===== src/rtl/dyt_id_ex_stage_if.sv =====
// Fetch-side and execute-side handshake bundle for the decode/operand stage.
// The slave modport is the stage's view; master is the surrounding pipeline.
interface dyt_id_ex_stage_if #(
    parameter int WORD_W = 32
);
    logic              id_valid;
    logic              id_ready;
    logic [31:0]       id_instr;
    logic [WORD_W-1:0] id_pc;

    logic              ex_valid;
    logic              ex_ready;
    logic [3:0]        ex_alu_op;
    logic [WORD_W-1:0] ex_port_0;
    logic [WORD_W-1:0] ex_port_1;
    logic [4:0]        ex_rd;
    logic              ex_rd_we;
    logic [WORD_W-1:0] ex_pc;
    logic              ex_illegal;

    modport master (
        output id_valid, id_instr, id_pc, ex_ready,
        input  id_ready, ex_valid, ex_alu_op, ex_port_0, ex_port_1,
               ex_rd, ex_rd_we, ex_pc, ex_illegal
    );

    modport slave (
        input  id_valid, id_instr, id_pc, ex_ready,
        output id_ready, ex_valid, ex_alu_op, ex_port_0, ex_port_1,
               ex_rd, ex_rd_we, ex_pc, ex_illegal
    );
endinterface


===== src/rtl/dyt_id_ex_stage.sv =====
// Decode/operand stage: owns the register file, resolves operands with forwarding
// and load-use stalls, and registers ALU op plus operands toward execute.
module dyt_id_ex_stage #(
    parameter int WORD_W = 32,
    parameter int NREGS  = 32
) (
    input  logic              clk,
    input  logic              rst,
    dyt_id_ex_stage_if.slave  bus,
    input  logic              flush,
    input  logic              wb_we,
    input  logic [4:0]        wb_rd,
    input  logic [WORD_W-1:0] wb_data,
    input  logic              fwd_we,
    input  logic [4:0]        fwd_rd,
    input  logic [WORD_W-1:0] fwd_data,
    input  logic              ld_pending,
    input  logic [4:0]        ld_rd
);
    localparam logic [6:0] OPC_OP    = 7'b0110011;
    localparam logic [6:0] OPC_OPIMM = 7'b0010011;
    localparam logic [6:0] OPC_LUI   = 7'b0110111;
    localparam logic [6:0] OPC_AUIPC = 7'b0010111;

    localparam logic [3:0] ALU_ADD  = 4'd0;
    localparam logic [3:0] ALU_SUB  = 4'd1;
    localparam logic [3:0] ALU_SLL  = 4'd2;
    localparam logic [3:0] ALU_SLT  = 4'd3;
    localparam logic [3:0] ALU_SLTU = 4'd4;
    localparam logic [3:0] ALU_XOR  = 4'd5;
    localparam logic [3:0] ALU_SRL  = 4'd6;
    localparam logic [3:0] ALU_SRA  = 4'd7;
    localparam logic [3:0] ALU_OR   = 4'd8;
    localparam logic [3:0] ALU_AND  = 4'd9;

    logic [WORD_W-1:0] rf_q [NREGS];
    logic [WORD_W-1:0] rf_d [NREGS];

    logic              ex_valid_q, ex_valid_d;
    logic [3:0]        ex_alu_op_q, ex_alu_op_d;
    logic [WORD_W-1:0] ex_port_0_q, ex_port_0_d;
    logic [WORD_W-1:0] ex_port_1_q, ex_port_1_d;
    logic [4:0]        ex_rd_q, ex_rd_d;
    logic              ex_rd_we_q, ex_rd_we_d;
    logic [WORD_W-1:0] ex_pc_q, ex_pc_d;
    logic              ex_illegal_q, ex_illegal_d;

    logic [6:0]        opcode;
    logic [4:0]        rd, rs1, rs2;
    logic [2:0]        funct3;
    logic              f7b5;
    logic [WORD_W-1:0] imm_i, imm_u;
    logic [WORD_W-1:0] rs1_val, rs2_val, opnd_b, shamt_ext;

    logic [3:0]        dec_op;
    logic [WORD_W-1:0] dec_p0, dec_p1;
    logic              dec_legal, uses_rs1, uses_rs2;
    logic              hazard, advance, id_ready, transfer;

    assign opcode = bus.id_instr[6:0];
    assign rd     = bus.id_instr[11:7];
    assign funct3 = bus.id_instr[14:12];
    assign rs1    = bus.id_instr[19:15];
    assign rs2    = bus.id_instr[24:20];
    assign f7b5   = bus.id_instr[30];
    assign imm_i  = {{(WORD_W-12){bus.id_instr[31]}}, bus.id_instr[31:20]};
    assign imm_u  = {bus.id_instr[31:12], {(WORD_W-20){1'b0}}};

    // Source priority: x0, then EX/MEM forward, then same-cycle writeback, then file.
    always_comb begin
        if (rs1 == 5'd0)                     rs1_val = '0;
        else if (fwd_we && (fwd_rd == rs1))  rs1_val = fwd_data;
        else if (wb_we && (wb_rd == rs1))    rs1_val = wb_data;
        else                                 rs1_val = rf_q[rs1];

        if (rs2 == 5'd0)                     rs2_val = '0;
        else if (fwd_we && (fwd_rd == rs2))  rs2_val = fwd_data;
        else if (wb_we && (wb_rd == rs2))    rs2_val = wb_data;
        else                                 rs2_val = rf_q[rs2];
    end

    assign opnd_b    = (opcode == OPC_OP) ? rs2_val : imm_i;
    assign shamt_ext = {{(WORD_W-5){1'b0}}, opnd_b[4:0]};

    always_comb begin
        dec_op    = ALU_ADD;
        dec_p0    = '0;
        dec_p1    = '0;
        dec_legal = 1'b1;
        uses_rs1  = 1'b0;
        uses_rs2  = 1'b0;
        case (opcode)
            OPC_OP, OPC_OPIMM: begin
                uses_rs1 = 1'b1;
                uses_rs2 = (opcode == OPC_OP);
                dec_p0   = rs1_val;
                dec_p1   = opnd_b;
                case (funct3)
                    3'b000: begin
                        if ((opcode == OPC_OP) && f7b5) begin
                            // The ALU only adds, so subtraction is fed the negated operand.
                            dec_op = ALU_SUB;
                            dec_p1 = ~opnd_b + WORD_W'(1);
                        end else begin
                            dec_op = ALU_ADD;
                        end
                    end
                    3'b001: begin
                        dec_op = ALU_SLL;
                        dec_p1 = shamt_ext;
                    end
                    3'b010: dec_op = ALU_SLT;
                    3'b011: dec_op = ALU_SLTU;
                    3'b100: dec_op = ALU_XOR;
                    3'b101: begin
                        dec_op = f7b5 ? ALU_SRA : ALU_SRL;
                        dec_p1 = shamt_ext;
                    end
                    3'b110: dec_op = ALU_OR;
                    default: dec_op = ALU_AND;
                endcase
            end
            OPC_LUI: dec_p1 = imm_u;
            OPC_AUIPC: begin
                dec_p0 = bus.id_pc;
                dec_p1 = imm_u;
            end
            default: dec_legal = 1'b0;
        endcase
    end

    assign hazard = ld_pending && (ld_rd != 5'd0) &&
                    ((uses_rs1 && (ld_rd == rs1)) || (uses_rs2 && (ld_rd == rs2)));
    assign advance = ~ex_valid_q | bus.ex_ready;

    always_comb begin
        if (rst)        id_ready = 1'b0;
        else if (flush) id_ready = 1'b1;
        else            id_ready = advance & ~hazard;
    end

    assign transfer = bus.id_valid & id_ready & ~flush;

    always_comb begin
        ex_valid_d   = ex_valid_q;
        ex_alu_op_d  = ex_alu_op_q;
        ex_port_0_d  = ex_port_0_q;
        ex_port_1_d  = ex_port_1_q;
        ex_rd_d      = ex_rd_q;
        ex_rd_we_d   = ex_rd_we_q;
        ex_pc_d      = ex_pc_q;
        ex_illegal_d = ex_illegal_q;
        if (flush) begin
            ex_valid_d = 1'b0;
        end else if (transfer) begin
            ex_valid_d   = 1'b1;
            ex_alu_op_d  = dec_op;
            ex_port_0_d  = dec_p0;
            ex_port_1_d  = dec_p1;
            ex_rd_d      = rd;
            ex_rd_we_d   = dec_legal && (rd != 5'd0);
            ex_pc_d      = bus.id_pc;
            ex_illegal_d = ~dec_legal;
        end else if (advance) begin
            ex_valid_d = 1'b0;
        end
    end

    always_comb begin
        rf_d = rf_q;
        if (wb_we && (wb_rd != 5'd0)) rf_d[wb_rd] = wb_data;
    end

    always_ff @(posedge clk) begin
        if (rst) begin
            ex_valid_q   <= 1'b0;
            ex_alu_op_q  <= '0;
            ex_port_0_q  <= '0;
            ex_port_1_q  <= '0;
            ex_rd_q      <= '0;
            ex_rd_we_q   <= 1'b0;
            ex_pc_q      <= '0;
            ex_illegal_q <= 1'b0;
            for (int i = 0; i < NREGS; i++) rf_q[i] <= '0;
        end else begin
            ex_valid_q   <= ex_valid_d;
            ex_alu_op_q  <= ex_alu_op_d;
            ex_port_0_q  <= ex_port_0_d;
            ex_port_1_q  <= ex_port_1_d;
            ex_rd_q      <= ex_rd_d;
            ex_rd_we_q   <= ex_rd_we_d;
            ex_pc_q      <= ex_pc_d;
            ex_illegal_q <= ex_illegal_d;
            rf_q         <= rf_d;
        end
    end

    assign bus.id_ready   = id_ready;
    assign bus.ex_valid   = ex_valid_q;
    assign bus.ex_alu_op  = ex_alu_op_q;
    assign bus.ex_port_0  = ex_port_0_q;
    assign bus.ex_port_1  = ex_port_1_q;
    assign bus.ex_rd      = ex_rd_q;
    assign bus.ex_rd_we   = ex_rd_we_q;
    assign bus.ex_pc      = ex_pc_q;
    assign bus.ex_illegal = ex_illegal_q;
endmodule


===== src/flat_wrapper.sv =====
// flat-port wrapper written by rule: the top's interface ports become plain ports
module dyt_id_ex_stage_flat 
#(
    parameter int WORD_W = 32,
    parameter int NREGS  = 32
)
  (clk, rst, flush, wb_we, wb_rd, wb_data, fwd_we, fwd_rd, fwd_data, ld_pending, ld_rd, bus_id_valid, bus_id_instr, bus_id_pc, bus_ex_ready, bus_id_ready, bus_ex_valid, bus_ex_alu_op, bus_ex_port_0, bus_ex_port_1, bus_ex_rd, bus_ex_rd_we, bus_ex_pc, bus_ex_illegal);
  dyt_id_ex_stage_if #(.WORD_W(WORD_W)) bus_i ();
  input  logic clk;
  input  logic rst;
  input  logic flush;
  input  logic wb_we;
  input  logic [4:0] wb_rd;
  input  logic [WORD_W-1:0] wb_data;
  input  logic fwd_we;
  input  logic [4:0] fwd_rd;
  input  logic [WORD_W-1:0] fwd_data;
  input  logic ld_pending;
  input  logic [4:0] ld_rd;
  input wire logic [$bits(bus_i.id_valid)-1:0] bus_id_valid;
  input wire logic [$bits(bus_i.id_instr)-1:0] bus_id_instr;
  input wire logic [$bits(bus_i.id_pc)-1:0] bus_id_pc;
  input wire logic [$bits(bus_i.ex_ready)-1:0] bus_ex_ready;
  output wire logic [$bits(bus_i.id_ready)-1:0] bus_id_ready;
  output wire logic [$bits(bus_i.ex_valid)-1:0] bus_ex_valid;
  output wire logic [$bits(bus_i.ex_alu_op)-1:0] bus_ex_alu_op;
  output wire logic [$bits(bus_i.ex_port_0)-1:0] bus_ex_port_0;
  output wire logic [$bits(bus_i.ex_port_1)-1:0] bus_ex_port_1;
  output wire logic [$bits(bus_i.ex_rd)-1:0] bus_ex_rd;
  output wire logic [$bits(bus_i.ex_rd_we)-1:0] bus_ex_rd_we;
  output wire logic [$bits(bus_i.ex_pc)-1:0] bus_ex_pc;
  output wire logic [$bits(bus_i.ex_illegal)-1:0] bus_ex_illegal;
  assign bus_i.id_valid = bus_id_valid;
  assign bus_i.id_instr = bus_id_instr;
  assign bus_i.id_pc = bus_id_pc;
  assign bus_i.ex_ready = bus_ex_ready;
  assign bus_id_ready = bus_i.id_ready;
  assign bus_ex_valid = bus_i.ex_valid;
  assign bus_ex_alu_op = bus_i.ex_alu_op;
  assign bus_ex_port_0 = bus_i.ex_port_0;
  assign bus_ex_port_1 = bus_i.ex_port_1;
  assign bus_ex_rd = bus_i.ex_rd;
  assign bus_ex_rd_we = bus_i.ex_rd_we;
  assign bus_ex_pc = bus_i.ex_pc;
  assign bus_ex_illegal = bus_i.ex_illegal;
  dyt_id_ex_stage #(.WORD_W(WORD_W), .NREGS(NREGS)) u_core (.clk(clk), .rst(rst), .bus(bus_i), .flush(flush), .wb_we(wb_we), .wb_rd(wb_rd), .wb_data(wb_data), .fwd_we(fwd_we), .fwd_rd(fwd_rd), .fwd_data(fwd_data), .ld_pending(ld_pending), .ld_rd(ld_rd));
endmodule

===== config.mk =====
export PLATFORM = sky130hd
export DESIGN_NAME = dyt_id_ex_stage_flat
export DESIGN_NICKNAME = d
export VERILOG_FILES = /design/src/rtl/dyt_id_ex_stage_if.sv /design/src/rtl/dyt_id_ex_stage.sv /design/src/flat_wrapper.sv
export SDC_FILE = /design/constraint.sdc
export NUM_CORES = 2
export LEC_CHECK = 0
export ABC_CLOCK_PERIOD_IN_PS = 10100
export BUFFER_PORTS_ARGS = -buffer_cell sky130_fd_sc_hd__buf_2
export CAP_MARGIN = 40
export CORE_MARGIN = 2
export CORE_UTILIZATION = 45
export CTS_BUF_LIST = sky130_fd_sc_hd__clkbuf_8 sky130_fd_sc_hd__clkbuf_16
export CTS_CLUSTER_SIZE = 14
export DETAILED_ROUTE_END_ITERATION = 10
export GPL_TIMING_DRIVEN = 0
export HOLD_SLACK_MARGIN = 0.12
export PLACE_DENSITY = 0.71
export SYNTH_ARGS = -nofsm -noshare
export SYNTH_HDL_FRONTEND = slang
export SYNTH_SLANG_ARGS = --single-unit
export TNS_END_PERCENT = 30

===== constraint.sdc =====
create_clock -name clk -period 10.1 [get_ports clk]
set_clock_uncertainty 0.05 [all_clocks]
set_input_delay 0.505 -clock clk [delete_from_list [all_inputs] [get_ports clk]]
set_output_delay 0.505 -clock clk [all_outputs]
set_load 0.01 [all_outputs]

==> out/qor.csv <==
stage;metric;value;unit
critical_path;Critical Path End Type;flip-flop;
logic_synthesis;Yosys reg bits;1132;
final_layout;Synth-to-Final Area Change;17.6;%
route;Top Metal Used;met5;
timing;fmax;0.145;GHz
final_layout;Final Instance Area;68700;sq um
placement;Final GP Congestion;1.08;
timing;TNS Setup;0;ns
critical_path;Critical Path Fanout Max;10;
logic_synthesis;combinational family with the most area after synthesis;multiplexers;
power_and_ir_drop;maximum VDD drop;0.000125;V
global_routing;initial antenna violation count;29;
die;core area;129000;sq um
timing;Tmin final;6.88;ns
status;outcome;finished clean;
critical_path;WS Path Type;in -> reg;
flow_run;Max-Cap Viols;0;
logic_synthesis;Post-Syn Area;58400;sq um
global_routing;Tot GR Track Use;0.480;
logic_synthesis;synthesized area per cell;8.76;sq um
timing;RSZ-0062 raised after global routing;no;
placement;Buffers on Ports;213;
critical_path;R2R depth;11;
final_layout;layout cell share with drive strength beyond 1;0.175;
route;DRT iter0 DRCs;11200;
hold_path;Hold Path Depth;6;
logic_synthesis;Adder-Cell Fraction of Synth Area;0.000214;
global_routing;vias in the first global route;55600;
placement;Placement Cell Area;63400;sq um
route;Detailed Route WL;327000;um
global_routing;largest net degree at the start of global routing;17;
timing;setup violators final;0;
clock_tree;Resized Gates After CTS;0;
clock_tree;clock tree buffer depth;3;
critical_path;WP data arrival;7.48;ns
logic_synthesis;Primary FF master, synth;dfxtp_1;
route;met2 WL post-DR;132000;um
logic_synthesis;post-synthesis compound-gate area fraction;0.141;
logic_synthesis;Seq/Total Area, Yosys;0.388;
logic_synthesis;Mapped Nets;6819;
power_and_ir_drop;power per cell area;156;nW/um^2
die;# rows;132;
clock_tree;clock-pin slew on the worst setup and hold paths;0.07;ns
clock_tree;cts bufs inserted;130;
timing;tightest slew margin relative to the limit;0.276;
clock_tree;CTS Sinks;1132;
route;Met1 Routed Length;114000;um
power_and_ir_drop;Leak;23.4;nW
logic_synthesis;EDFF count, synth;0;
route;ANT nets after route;0;
route;First-pass DRT Iterations;9;
route;Vias per Instance;6.68;
clock_tree;depth of the CTS H-tree;4;
die;DIE WIDTH;364;um
route;DRC viols;0;
logic_synthesis;post-synthesis xor/xnor area fraction;0.00780;
critical_path;Required @ worst endpoint;10.70;ns
timing;Worst Tran Pin Value;1.09;ns
route;vias post-DR;60700;
clock_tree;clk_lat worst skew;0.82;ns
die;I/O pin total;260;
timing;Final period util;0.681;
final_layout;flip-flop and latch area;22700;sq um
logic_synthesis;simple-gate share of the synthesized area;0.180;
clock_tree;CTS Root Cell;clkbuf_16;
final_layout;Layout Nets;7374;
critical_path;Worst setup SP type;primary input;
global_routing;total gr overflow;0;
placement;DP HPWL;253000;um
logic_synthesis;warning count from the yosys run;0;
logic_synthesis;synth unique cells;86;
logic_synthesis;async set-reset flop share out of synthesis;0;
global_routing;first-pass GRT wire length;437000;um
logic_synthesis;proportion of synthesized area in mux cells;0.231;
hold_path;hold crit path type;in -> reg;
timing;final hold vios;0;
die;die height;364;um
logic_synthesis;post-synthesis cell count;6667;
clock_tree;CTS tree;built;
die;Starting Density;0.452;
final_layout;Multi-input gate area;32800;sq um
final_layout;final-layout fill cell count;12100;
route;Avg WL per Cell;35.9;um
timing;Max Slew Vio Count;0;
die;Die ar.;133000;sq um
route;Met3 Routed Length;52400;um
-- cell usage after synthesis (9+ instances only) --
library cell,n,area (sq um)
clkbuf_2,28,140
o221ai_1,26,228
xnor2_1,27,236
a31o_2,34,298
a22oi_1,69,518
a221o_1,15,150
a21oi_1,1062,5320
inv_1,13,48.8
nand4_1,31,194
or2_2,11,68.8
nand2_1,2196,8240
mux2_2,20,225
a31oi_1,31,194
nor2_1,156,586
o22ai_1,9,56.3
nand3_1,78,390
o21ai_0,69,345
mux4_2,521,11700
dfxtp_1,1132,22700
mux2i_1,148,1480
clkbuf_1,551,2070
o22a_1,19,166
o211ai_1,9,67.6
buf_1,58,218
buf_4,12,90.1
nor2b_1,40,250
o2111ai_1,12,105
xor2_1,25,219
buf_6,19,214
and3_1,27,169
a211oi_1,13,97.6
nor3_1,19,95.1
and2_1,10,62.6
buf_2,36,180
-- worst max-delay path, stage by stage --
cell	delay, ns
buf_2	0.11
buf_2	0.43
buf_2	0.46
buf_2	0.65
buf_4	0.48
buf_2	0.73
clkbuf_1	0.84
mux4_2	0.42
a22oi_1	0.39
nand4_1	0.22
nand3_1	0.32
a21o_1	0.25
nand3_1	0.19
nor4_1	0.66
a31oi_1	0.19
xor2_1	0.19
a22oi_1	0.26
o21ai_0	0.11
-- state kept, by name, summed over array words and instances, names as in the netlist --
| signal | flops |
|---|---|
| u_core.bus.ex_illegal | 1 |
| u_core.bus.ex_valid | 1 |
| u_core.rf_q | 1024 |
| u_core.bus.ex_port_0 | 32 |
| u_core.bus.ex_alu_op | 4 |
| u_core.bus.ex_rd_we | 1 |
| u_core.bus.ex_pc | 32 |
| u_core.bus.ex_port_1 | 32 |
| u_core.bus.ex_rd | 5 |
-- power breakdown --
| group | total [W] | internal, W | switching, W |
|---|---|---|---|
| Combinational | 0.00123 | 0.000335 | 0.000892 |
| Clock | 0.00498 | 0.00287 | 0.00211 |
| Sequential | 0.00453 | 0.00450 | 0.0000307 |
| Total | 0.0107 | 0.00770 | 0.00303 |
-- layout by cell type (no fill, tap or decap), types with 25 or more instances in the layout --
cell	synthesis	layout
dfxtp_1	1132	1132
a21oi_1	1062	1062
nor2b_1	40	40
mux2i_1	148	148
xor2_1	25	25
nand2_1	2196	2196
a22oi_1	69	69
a31o_2	34	34
o21ai_0	69	69
dlygate4sd3_1	0	73
nand3_1	78	78
buf_6	19	75
buf_1	58	50
clkbuf_2	28	38
a31oi_1	31	31
clkbuf_1	551	541
o221ai_1	26	26
mux4_2	521	521
buf_8	0	68
clkbuf_8	0	32
and3_1	27	27
nand4_1	31	31
buf_2	36	262
inv_1	13	43
clkbuf_16	0	136
xnor2_1	27	27
nor2_1	156	155
-- path summary, 6_finish.rpt --
check	startpoint	end	slack (ns)
setup / recovery	bus_id_instr[22]	u_core.bus.ex_port_1[29]	3.22
hold / removal	fwd_data[24]	u_core.bus.ex_port_0[24]	0.14
setup reg to reg	u_core.rf_q[585]	u_core.bus.ex_port_1[26]	5.62
hold reg to reg	u_core.bus.ex_pc[15]	u_core.bus.ex_pc[15]	0.40
-- metrics by stage --
step / utilization / total power (W) / worst slack (ns) / instances / hold WS, ns
after detailed placement: 0.491 / 0.00575 / 3.07 / 8757 / 0.393
after floorplan: - / 0.00514 / 6.26 / 6667 / 0.391
final: 0.532 / 0.0107 / 3.22 / 9084 / 0.143
after global routing: 0.531 / 0.0109 / 3.66 / 9071 / 0.153
after global placement: 0.477 / 0.00567 / 2.48 / 8622 / 0.381
after CTS: 0.531 / 0.0106 / 3.90 / 9068 / 0.131
-- layout make-up --
class | instances | area share
well taps | 1742 | 0.0317
inverters | 15 | 0.000820
plain buffers | 706 | 0.0433
diodes | 14 | 0.000510
flip-flops and latches | 1132 | 0.330
repair buffers | 423 | 0.0522
multi-input cells | 4814 | 0.477
clock buffers | 168 | 0.0560
clock inverters | 70 | 0.00840
-- per-layer routing --
layer,vias up,GRT usage
met3,1241,0.214
met1,29600,0.577
li1,24600,-
met4,14,0.348
met5,-,0
met2,5270,0.676
-- timing repair --
action,4_1_cts,5_1_grt
hold endpoints to repair,97,0
hold buffers,73,0
buffers inserted,0,0
-- logic make-up (layout without fill, tap and decap cells) --
family / count (synthesis) / count (layout)
XOR/XNOR: 52 / 52
multiplexers: 692 / 692
buffers and inverters: 721 / 1382
AND/OR/NAND/NOR: 2625 / 2625
AO/OA/AOI/OAI: 1444 / 1444
flip-flops: 1132 / 1132
adder cells (fa/ha/maj): 1 / 1
other: 0 / 14
Note: power is estimated with default switching activity, not from simulation.
